<file path="src/rtl/mem_wb_stage.sv">
// MEM/WB pipeline boundary: RV32I load alignment/extension, writeback source
// selection, load-fault detection and a retired-instruction counter.
module mem_wb_stage #(
  parameter int CNT_WIDTH = 32
) (
  input  logic                 clk,
  input  logic                 rst,
  input  logic                 stall,
  input  logic                 flush,
  input  logic                 in_valid,
  input  logic [31:0]          alu_result,
  input  logic [31:0]          mem_read_data,
  input  logic [31:0]          pc_plus4,
  input  logic [4:0]           rd_addr,
  input  logic                 reg_write,
  input  logic [1:0]           wb_sel,
  input  logic [2:0]           funct3,
  output logic                 wb_valid,
  output logic                 wb_we,
  output logic [4:0]           wb_rd,
  output logic [31:0]          wb_data,
  output logic                 load_fault,
  output logic [CNT_WIDTH-1:0] retire_count
);

  localparam logic [1:0] SEL_ALU  = 2'b00;
  localparam logic [1:0] SEL_LOAD = 2'b01;
  localparam logic [1:0] SEL_PC4  = 2'b10;

  // Illegal load code, or an access not naturally aligned to its size.
  function automatic logic load_is_fault(input logic [2:0] f3, input logic [1:0] off);
    logic res;
    res = 1'b1;
    case (f3)
      3'b000, 3'b100: res = 1'b0;
      3'b001, 3'b101: res = off[0];
      3'b010:         res = (off != 2'b00);
      default:        res = 1'b1;
    endcase
    return res;
  endfunction

  function automatic logic [31:0] extract_load(input logic [2:0] f3, input logic [1:0] off,
                                               input logic [31:0] word);
    logic [7:0]  b;
    logic [15:0] h;
    logic [31:0] res;
    b   = 8'h00;
    res = 32'h0000_0000;
    case (off)
      2'd0:    b = word[7:0];
      2'd1:    b = word[15:8];
      2'd2:    b = word[23:16];
      2'd3:    b = word[31:24];
      default: b = 8'h00;
    endcase
    h = off[1] ? word[31:16] : word[15:0];
    case (f3)
      3'b000:  res = {{24{b[7]}}, b};
      3'b100:  res = {24'h00_0000, b};
      3'b001:  res = {{16{h[15]}}, h};
      3'b101:  res = {16'h0000, h};
      3'b010:  res = word;
      default: res = 32'h0000_0000;
    endcase
    return res;
  endfunction

  logic        fault;
  logic [31:0] next_data;

  // Fault detection and writeback data selection ahead of the register.
  always_comb begin
    fault     = 1'b0;
    next_data = 32'h0000_0000;
    if (wb_sel == SEL_LOAD) begin
      fault = load_is_fault(funct3, alu_result[1:0]);
    end else begin
      fault = 1'b0;
    end
    case (wb_sel)
      SEL_ALU:  next_data = alu_result;
      SEL_LOAD: next_data = fault ? 32'h0000_0000
                                  : extract_load(funct3, alu_result[1:0], mem_read_data);
      SEL_PC4:  next_data = pc_plus4;
      default:  next_data = 32'h0000_0000;
    endcase
  end

  // MEM/WB registers and retire counter; rst > flush > stall > load.
  always_ff @(posedge clk) begin
    if (rst) begin
      wb_valid     <= 1'b0;
      wb_we        <= 1'b0;
      wb_rd        <= 5'd0;
      wb_data      <= 32'h0000_0000;
      load_fault   <= 1'b0;
      retire_count <= '0;
    end else if (flush) begin
      wb_valid   <= 1'b0;
      wb_we      <= 1'b0;
      wb_rd      <= 5'd0;
      wb_data    <= 32'h0000_0000;
      load_fault <= 1'b0;
    end else if (!stall) begin
      wb_valid   <= in_valid;
      wb_we      <= in_valid & reg_write & (rd_addr != 5'd0) & ~fault;
      wb_rd      <= rd_addr;
      wb_data    <= next_data;
      load_fault <= in_valid & fault;
      if (in_valid) begin
        retire_count <= retire_count + CNT_WIDTH'(1);
      end
    end
  end

endmodule

</file>
<file path="config.mk">
export PLATFORM = sky130hd
export DESIGN_NAME = mem_wb_stage
export DESIGN_NICKNAME = d
export VERILOG_FILES = /design/src/rtl/mem_wb_stage.sv
export SDC_FILE = /design/constraint.sdc
export NUM_CORES = 1
export LEC_CHECK = 0
export ABC_CLOCK_PERIOD_IN_PS = 2200
export CORE_MARGIN = 4
export CORE_UTILIZATION = 30
export DETAILED_ROUTE_END_ITERATION = 12
export PLACE_DENSITY_LB_ADDON = 0.05
export SYNTH_ARGS = -nofsm -noshare
export SYNTH_HDL_FRONTEND = slang
export SYNTH_SLANG_ARGS = --single-unit
</file>
<file path="constraint.sdc">
create_clock -name clk -period 2.2 [get_ports clk]
set_clock_uncertainty 0.1 [all_clocks]
set_input_delay 0.33 -clock clk [delete_from_list [all_inputs] [get_ports clk]]
set_output_delay 0.33 -clock clk [all_outputs]
set_load 0.01 [all_outputs]
</file>
==> results of run 1 <==
-- cell type report --
type                       count  area share [%]
tap                          176            3.24
inverter                      10           0.552
timing repair buffer         234            33.2
clock buffer                  12            3.48
clock inverter                 3           0.645
sequential                    72            21.2
multi-input combinational    362            37.6
-- cell families after synthesis --
kind of cell | count (synthesis)
and+or+nand+nor | 162
xor gates and xnor gates | 9
adders and majority gates | 1
muxes | 64
DFF | 72
AOI/OAI and AO/OA | 126
buffers and inverters | 43
-- synthesized netlist by cell type (6+ instances only) --
cell	number	area (sq um)
o21ai_0	35	175
clkbuf_1	16	60.1
a311o_1	16	160
a2bb2oi_1	7	61.3
dfxtp_1	72	1440
inv_1	10	37.5
nand4_1	9	56.3
nand3_1	6	30.0
or3_1	7	43.8
a211oi_1	11	82.6
a21oi_1	18	90.1
xor2_1	7	61.3
mux2i_1	46	460
nand2_1	40	150
mux2_2	10	113
buf_2	10	50.1
nor3_1	8	40.0
and4_1	8	70.1
nor2_1	39	146
nor2b_1	17	106
-- critical path, cell delays in order --
cell	delay, ps
clkdlybuf4s50_1	510
buf_4	160
inv_1	50
nor2_1	840
a311o_1	290
-- report_power, final --
part | switching, uW | internal (uW)
Combinational | 258 | 356
Clock | 551 | 873
Sequential | 9.93 | 1320
Total | 819 | 2550
-- flip-flops by register name (all words and copies together), names as in the netlist --
signal,flops
retire_count,32
wb_data,32
wb_rd,5
load_fault,1
wb_valid,1
wb_we,1
-- metrics by stage --
stage	instances	setup WS [ps]	power, uW	hold WS [ps]	TNS [ps]
3_3_place_gp	853	-340	1970	359	-8030
2_1_floorplan	477	333	1600	374	0
6_report	869	176	3370	368	0
3_5_place_dp	853	-372	1980	361	-9510
4_1_cts	869	27.9	3430	374	0
5_1_grt	869	76.7	3530	411	0
-- metal layers --
layer  up-vias  share of wire (%)  wire length, um
li1       2205                  -                -
met1      2094                 44             6770
met2       118                 49             7500
met3        15                5.8              896
met4         0                1.4              218
met5         -                  0                0
-- path summary, 6_finish.rpt --
kind                                                      end                         start  slack, ps  depth (start not counted)
worst max-delay path                 wb_data[25]$_SDFFE_PP0N_                     funct3[1]        180                          5
worst min-delay path                 wb_data[10]$_SDFFE_PP0N_      wb_data[10]$_SDFFE_PP0N_        370                          2
worst max register to register  retire_count[26]$_SDFFE_PP0P_  retire_count[1]$_SDFFE_PP0P_        220                          6
worst min register to register       wb_data[10]$_SDFFE_PP0N_      wb_data[10]$_SDFFE_PP0N_        370                          2
-- repair_timing --
| action | in CTS | in global routing |
|---|---|---|
| resized for setup | 0 | 1 |
| pin swaps | 1 | 1 |
| cloned | 0 | 0 |
| endpoints found under the setup margin | 16 | 20 |
| setup buffers | 1 | 0 |
| hold endpoints to repair | 0 | 0 |
==> run summary, run 1 <==
Final Max Slew Viols - 0
main combinational cell family by area after synthesis - compound AO/OA/AOI/OAI gates
routed wire length - 15400 um
Crit Path Max Fanout - 16
CTS buffer count - 9
Post-layout nets - 802
Fillers - 1292
WL per Instance - 17.7 um
via count - 4432
Max Freq - 494 MHz
critical path class - input pin to flop
Final Setup Violations - 0
Pwr per Cell Area - 496 nW/um^2
Avg Cell Area, Syn - 8.78 sq um
final core utilization - 50.5%
first-pass GRT wire length - 24700 um
layout cell share with drive strength beyond 1 - 12.3%
final hold vios - 0
number of synthesized flops with an enable pin - 0
GRT Util Overall - 19.3%
drt pass-1 iters - 4
DR iter-0 viols - 289
CTS root buf - clkbuf_16
met3 Track Usage GR - 5.84%
CTS tree - done
commonest non-fill, non-tap cells in the layout - 180 x clkdlybuf4s50_1, 72 x dfxtp_1, 47 x buf_4
mux contribution to synthesized area - 16.4%
hpwl dp - 12000 um
Area Overhead vs Synth - 62.1%
number of global-route vias before repair - 4621
critical path capture point type - flop
CP arrival - 2200 ps
# diodes - 0
Core Footprint - 13500 sq um
GRT Max-Usage Layer - met2
Rows - 42
io pins - 184
Tmin final - 2020 ps
Synth Cell Area - 4190 sq um
clock latency on the worst-skew pair - 330 ps
Synthesis Warnings - 0
Die W - 126 um
vias per cell - 5.10
Clock transition at path regs - 60 ps
max-cap violations - 0
leakage - 0.00255 uW
DRC - 0
clk buf depth - 2
total grt overflow - 0
placement-stage cell area - 6490 sq um
H-tree levels - 3
largest net degree at the start of global routing - 47
antenna violations before repair - 0
die area - 15900 sq um
Port Buffer Count - 183
GRT met1 Usage - 23.9%
worst ir drop on vdd - 0.329 mV
Synth Area in XOR/XNOR - 1.88%
type of origin of the critical path - input pin
sequential share of the synthesized area - 34.4%
RSZ-0062 raised after global routing - no
Yosys reg bits - 72
Post-Layout Inst Area - 6790 sq um
hold buffers post-CTS - 0
post-synthesis adder-cell area fraction - 0.299%
CTS sink count - 72
Compound-Gate Fraction of Synth Area - 21.4%
Worst EP required - 2370 ps
register area - 1440 sq um
cell count after synthesis - 477
Multi-input gate area - 2560 sq um
crit share post-route - 92.0%
area share of and/or/nand/nor cells after synthesis - 20.9%
relative slew slack - 24.1%
status - finished, final reports clean
Main synth FF type - dfxtp_1
RD Place Congestion - 0.924
Worst Tran Pin Value - 1130 ps
Initial Utilization - 31.1%
Netlist cell types - 57
most common cell after layout, fill and taps aside - clkdlybuf4s50_1
FFs w/ async S/R, synth - 0%
met2 usage - 32.8%
HP Class - flop to flop
DRT antenna net count - 0
chip height - 126 um
Net Count, Synth - 590
Power figures use the tool's default switching activity.
==> run 2: changes to the inputs <==
--- a/config.mk
+++ b/config.mk
@@ -6,6 +6,7 @@
 export NUM_CORES = 1
 export LEC_CHECK = 0
 export ABC_CLOCK_PERIOD_IN_PS = 2200
+export CORE_ASPECT_RATIO = 0.8
 export CORE_MARGIN = 4
 export CORE_UTILIZATION = 30
 export DETAILED_ROUTE_END_ITERATION = 12
==> run 2 against run 1 <==
Effect of this change: first-iteration DRC count is 26% lower; maximum frequency down 2.5%; highest routed layer unchanged; non-clock buffer count down 2; largest power group is now registers; power shrank 3.5%; critical path type unchanged; hold slack better by 10 ps; flip-flop and latch count is the same.
==> run summary, run 2 (synthesized netlist as in run 1, its figures left out) <==
vias per cell - 5.10 (about the same)
via count - 4443 (+0.25%)
type of origin of the critical path - input pin
DR iter-0 viols - 214 (-26%)
Final Max Slew Viols - 0 (unchanged)
Area Overhead vs Synth - 61.2%
number of global-route vias before repair - 4390 (-5.0%)
WP buf/inv - 3 (unchanged)
Pwr per Cell Area - 482 nW/um^2 (-2.9%)
CTS tree - done
family with the most delay on the worst path - buffers and inverters
die area - 15900 sq um (about the same)
Rows - 38 (-9.5%)
Worst EP required - 2310 ps (-60 ps)
RSZ-0062 raised after global routing - no
leakage - 0.00254 uW (-0.53%)
critical path class - input pin to flop
DRT antenna net count - 0 (unchanged)
hpwl dp - 11800 um (-1.8%)
most common cell after layout, fill and taps aside - clkdlybuf4s50_1
WL per Instance - 17.2 um (-2.7%)
CP peak stage delay - 400 ps (-440 ps)
routed wire length - 15000 um (-2.5%)
Post-Layout Inst Area - 6750 sq um (-0.61%)
Worst Tran Pin Value - 764 ps (-371 ps)
clk buf depth - 2 (unchanged)
critical path capture point type - flop
Clock transition at path regs - 60 ps (about the same)
Port Buffer Count - 183 (unchanged)
Final Setup Violations - 0 (unchanged)
io pins - 184 (unchanged)
post-place setup slack - -474 ps (-102 ps)
CTS root buf - clkbuf_16
hold buffers post-CTS - 0 (unchanged)
GRT Util Overall - 18.3% (-0.97 points)
Post-layout nets - 800 (-0.25%)
Fin Hold WS - 379 ps (+10.4 ps)
critical path's most frequent cell - buf_4
critical path cell sequence - clkdlybuf4s50_1 > buf_4 > nor3b_2 > buf_4 > nand4_1 > nor4_1 > mux2_1
Core Footprint - 13600 sq um (+1.1%)
CTS sink count - 72 (unchanged)
post-route setup slack - 124 ps (-51.4 ps)
RD Place Congestion - 0.842 (-8.8%)
crit share post-route - 94.4% (+2.3 points)
largest net degree at the start of global routing - 35 (-26%)
clock latency on the worst-skew pair - 330 ps (about the same)
layout cell share with drive strength beyond 1 - 12.6% (+0.32 points)
Die W - 140 um (+11%)
CTS buffer count - 9 (unchanged)
final core utilization - 49.7% (-0.84 points)
Crit Path Max Fanout - 7 (-9)
antenna violations before repair - 0 (unchanged)
drt pass-1 iters - 4 (unchanged)
HP Class - flop to flop
H-tree levels - 3 (unchanged)
chip height - 114 um (-9.9%)
status - finished, final reports clean
CP max stage cell - clkdlybuf4s50_1
Max Freq - 482 MHz (-2.5%)
first-pass GRT wire length - 23300 um (-5.5%)
placement-stage cell area - 6450 sq um (-0.69%)
Initial Utilization - 30.8% (-0.33 points)
commonest non-fill, non-tap cells in the layout - 180 x clkdlybuf4s50_1, 72 x dfxtp_1, 47 x buf_4
worst ir drop on vdd - 0.365 mV (+11%)
DRC - 0 (unchanged)
power consumption - 3250 uW (-3.5%)
total grt overflow - 0 (unchanged)
max-cap violations - 0 (unchanged)
relative slew slack - 49.0% (+25 points)
largest registers - retire_count: 32 flops, wb_data: 32 flops, wb_rd: 5 flops
Tmin final - 2080 ps (+51.4 ps)
CP arrival - 2190 ps (about the same)
final hold vios - 0 (unchanged)
# diodes - 0 (unchanged)
[run 2: changes by cell type in the layout (fill, tap and decap cells not counted), sizes merged]
cell | before | now
clkbuf | 12 | 9
clkinv | 2 | 6
buf | 53 | 50
bufinv | 1 | 0
dlymetal6s2s | 1 | 2
[run 2: metrics by stage]
stage               TNS, ps  instances
floorplan                 0        477
global placement      -9570        853
detailed placement   -11880        853
CTS                       0        870
global route              0        871
finish                    0        871
[run 2: where the power goes]
group          internal (uW)  switching [uW]
Sequential              1320            11.2
Combinational            352             254
Clock                    752             561
Total                   2430             826
[run 2: path summary, 6_finish.rpt]
check	startpoint	endpoint	slack [ps]	cells past startpoint
hold / removal	wb_data[10]$_SDFFE_PP0N_	wb_data[10]$_SDFFE_PP0N_	380	2
setup / recovery	stall	retire_count[30]$_SDFFE_PP0P_	120	7
setup reg to reg	retire_count[0]$_SDFFE_PP0P_	retire_count[30]$_SDFFE_PP0P_	190	5
hold reg to reg	wb_data[10]$_SDFFE_PP0N_	wb_data[10]$_SDFFE_PP0N_	380	2
[run 2: area by class of cell]
class | count | area, sq um
fillers | 1318 | 6850
inverters | 10 | 37.5
well taps | 180 | 225
clock inverters | 6 | 37.5
flip-flops and latches | 72 | 1440
repair buffers | 232 | 2220
multi-input cells | 362 | 2560
clock buffers | 9 | 225
[run 2: worst register-to-register path, delay by kind of cell (launching register included)]
kind / cells / cell delay (ps)
muxes: 1 / 350
DFF: 1 / 420
and+or+nand+nor: 3 / 840
adders and majority gates: 1 / 190
[run 2: timing repair]
action	CTS	global route
setup endpoints to repair	16	22
pin swaps	1	1
buffers inserted	2	1
gates resized for setup	0	4
[run 2: layer usage]
metal,global-route usage (%),share of wire (%),vias to the layer above
li1,-,-,2208
met2,28.4,44,150
met4,4.26,1.1,0
met3,5.16,6.6,11
met5,0,0,-
met1,25.4,48,2074
==> run 3: changes to the inputs <==
--- a/config.mk
+++ b/config.mk
@@ -10,7 +10,10 @@
 export CORE_MARGIN = 4
 export CORE_UTILIZATION = 30
 export DETAILED_ROUTE_END_ITERATION = 12
+export MAX_ROUTING_LAYER = met4
 export PLACE_DENSITY_LB_ADDON = 0.05
+export SKIP_CTS_REPAIR_TIMING = 1
+export SLEW_MARGIN = 20
 export SYNTH_ARGS = -nofsm -noshare
 export SYNTH_HDL_FRONTEND = slang
 export SYNTH_SLANG_ARGS = --single-unit
==> run 3 against run 2 <==
Effect of this change: first-iteration DRC count down 3.7%; global-route usage up 0.46 points; sequential share of layout area about the same; critical path depth down 1; die area unchanged; routed wire length down 0.27%; maximum frequency up 0.57%; largest cell class unchanged; final cell count down 0.11%; largest power group unchanged; count of clock-buffer cells in the layout unchanged; clock power about the same; cell area down 0.13%; register-to-register slack worse by 50 ps.
==> run summary, run 3 (synthesized netlist as in run 1, its figures left out) <==
status - finished, final reports clean
WL per Instance - 17.2 um (-0.16%)
Worst Tran Pin Value - 738 ps (-25.8 ps)
DRC - 0 (unchanged)
Clock transition at path regs - 60 ps (about the same)
CP max stage cell - dfxtp_1
Critical Path Sink - retire_count[30]$_SDFFE_PP0P_
drt pass-1 iters - 4 (unchanged)
relative slew slack - 50.8% (+1.7 points)
via count - 4426 (-0.38%)
worst ir drop on vdd - 0.372 mV (+1.9%)
CTS root buf - clkbuf_16
RR Startpoint - retire_count[0]$_SDFFE_PP0P_
layout cell share with drive strength beyond 1 - 12.3% (-0.27 points)
Seq pwr share - 41.0% (about the same)
WHS Path Cells - 2 (unchanged)
CTS sink count - 72 (unchanged)
Worst EP required - 2310 ps (about the same)
Max Freq - 485 MHz (+0.57%)
Pwr per Cell Area - 483 nW/um^2 (+0.17%)
type of origin of the critical path - flop
Rows - 38 (unchanged)
Initial Utilization - 30.8% (unchanged)
Combinational Power Share - 18.6% (about the same)
Fin Hold WS - 378 ps (-1.04 ps)
DR iter-0 viols - 206 (-3.7%)
chip height - 114 um (unchanged)
commonest non-fill, non-tap cells in the layout - 180 x clkdlybuf4s50_1, 72 x dfxtp_1, 46 x mux2i_1, 46 x buf_4, 40 x nand2_1
antenna violations before repair - 0 (unchanged)
Switch Pwr - 828 uW (+0.14%)
hpwl dp - 11800 um (unchanged)
Clk pwr share - 40.4% (about the same)
Crit Path Max Fanout - 6 (-1)
Port Buffer Count - 183 (unchanged)
crit share post-route - 93.8% (-0.54 points)
clk buf depth - 2 (unchanged)
CTS buffer count - 9 (unchanged)
worst-case reg-to-reg path depth - 6 (+1)
Tmin final - 2060 ps (-11.8 ps)
Final Setup Violations - 0 (unchanged)
Die W - 140 um (unchanged)
largest net degree at the start of global routing - 35 (unchanged)
H-tree levels - 3 (unchanged)
max-cap violations - 0 (unchanged)
RD Place Congestion - 0.856 (+1.6%)
CP arrival - 2170 ps (-20 ps)
vias per cell - 5.09 (-0.27%)
most common cell after layout, fill and taps aside - clkdlybuf4s50_1
switching part of the total power - 25.4% (+0.026 points)
Area Overhead vs Synth - 60.9%
first-pass GRT wire length - 23200 um (-0.42%)
largest registers - retire_count: 32 flops, wb_data: 32 flops, wb_rd: 5 flops
leakage - 0.00253 uW (-0.19%)
die area - 15900 sq um (unchanged)
Fillers - 1315 (-0.23%)
reg2reg end - retire_count[30]$_SDFFE_PP0P_
clock latency on the worst-skew pair - 330 ps (about the same)
HP Class - flop to flop
io pins - 184 (unchanged)
Post-layout nets - 799 (-0.13%)
CTS tree - done
Core Footprint - 13600 sq um (unchanged)
routed wire length - 15000 um (-0.27%)
power consumption - 3260 uW (about the same)
critical path capture point type - flop
critical path class - flop to flop
P_int - 2430 uW (about the same)
Reg2Reg Setup Slack - 140 ps (-50 ps)
Setup crit start - retire_count[0]$_SDFFE_PP0P_
Final Max Slew Viols - 0 (unchanged)
total grt overflow - 0 (unchanged)
critical path cell sequence - ha_1 > and3_1 > nand4_1 > buf_4 > nor4_1 > mux2_1
DRT antenna net count - 0 (unchanged)
CP peak stage delay - 420 ps (+20 ps)
final hold vios - 0 (unchanged)
GRT Util Overall - 18.8% (+0.46 points)
number of global-route vias before repair - 4372 (-0.41%)
RSZ-0062 raised after global routing - no
# diodes - 0 (unchanged)
Setup TNS - 0 ps (unchanged)
-- run 3: layout make-up --
cell class | count | area, sq um | share of cell area (%)
Clock inverter | 6 | 37.5 | 0.557
Inverter | 10 | 37.5 | 0.557
Tap cell | 180 | 225 | 3.34
Timing Repair Buffer | 231 | 2220 | 32.9
Clock buffer | 9 | 225 | 3.34
Sequential cell | 72 | 1440 | 21.4
Multi-Input combinational cell | 362 | 2560 | 38.0
-- run 3: per-layer routing --
| metal | vias to the layer above | part of all wire, % | global-route usage [%] |
|---|---|---|---|
| li1 | 2209 | - | - |
| met1 | 2076 | 49 | 26.0 |
| met2 | 135 | 45 | 28.0 |
| met3 | 6 | 5.4 | 4.27 |
| met4 | 0 | 0.75 | 4.13 |
| met5 | - | 0 | - |
-- run 3: worst min path at each step --
stage	start	endpoint
finish	wb_data[10]$_SDFFE_PP0N_	wb_data[10]$_SDFFE_PP0N_
floorplan	rd_addr[0]	wb_rd[0]$_SDFFE_PP0N_
global placement	wb_data[6]$_SDFFE_PP0N_	wb_data[6]$_SDFFE_PP0N_
detailed placement	wb_data[10]$_SDFFE_PP0N_	wb_data[10]$_SDFFE_PP0N_
CTS	wb_data[10]$_SDFFE_PP0N_	wb_data[10]$_SDFFE_PP0N_
global route	wb_data[14]$_SDFFE_PP0N_	wb_data[14]$_SDFFE_PP0N_
-- run 3: power by group through the flow --
stage	combinational [uW]	sequential, uW	clock (uW)
floorplan	231	1370	0
global placement	600	1360	0
detailed placement	605	1360	0
CTS	608	1330	1370
global route	652	1340	1420
finish	606	1330	1310
-- run 3: stage by stage --
stage / setup WS, ps / instances / util (%) / area, sq um
6_report: 136 / 870 / 49.6 / 6740
5_1_grt: 11.4 / 870 / 49.6 / 6740
4_1_cts: -139 / 868 / 49.3 / 6710
3_5_place_dp: -474 / 853 / 47.4 / 6450
3_3_place_gp: -391 / 853 / 47.4 / 6450
2_1_floorplan: 333 / 477 / - / 4190
-- run 3: worst max-delay path: cells and delay by family, from the launching register on --
| kind | cells | cell delay, ps |
|---|---|---|
| DFF | 1 | 420 |
| and+or+nand+nor | 3 | 700 |
| adders and majority gates | 1 | 190 |
| muxes | 1 | 350 |
| buffers and inverters | 1 | 180 |
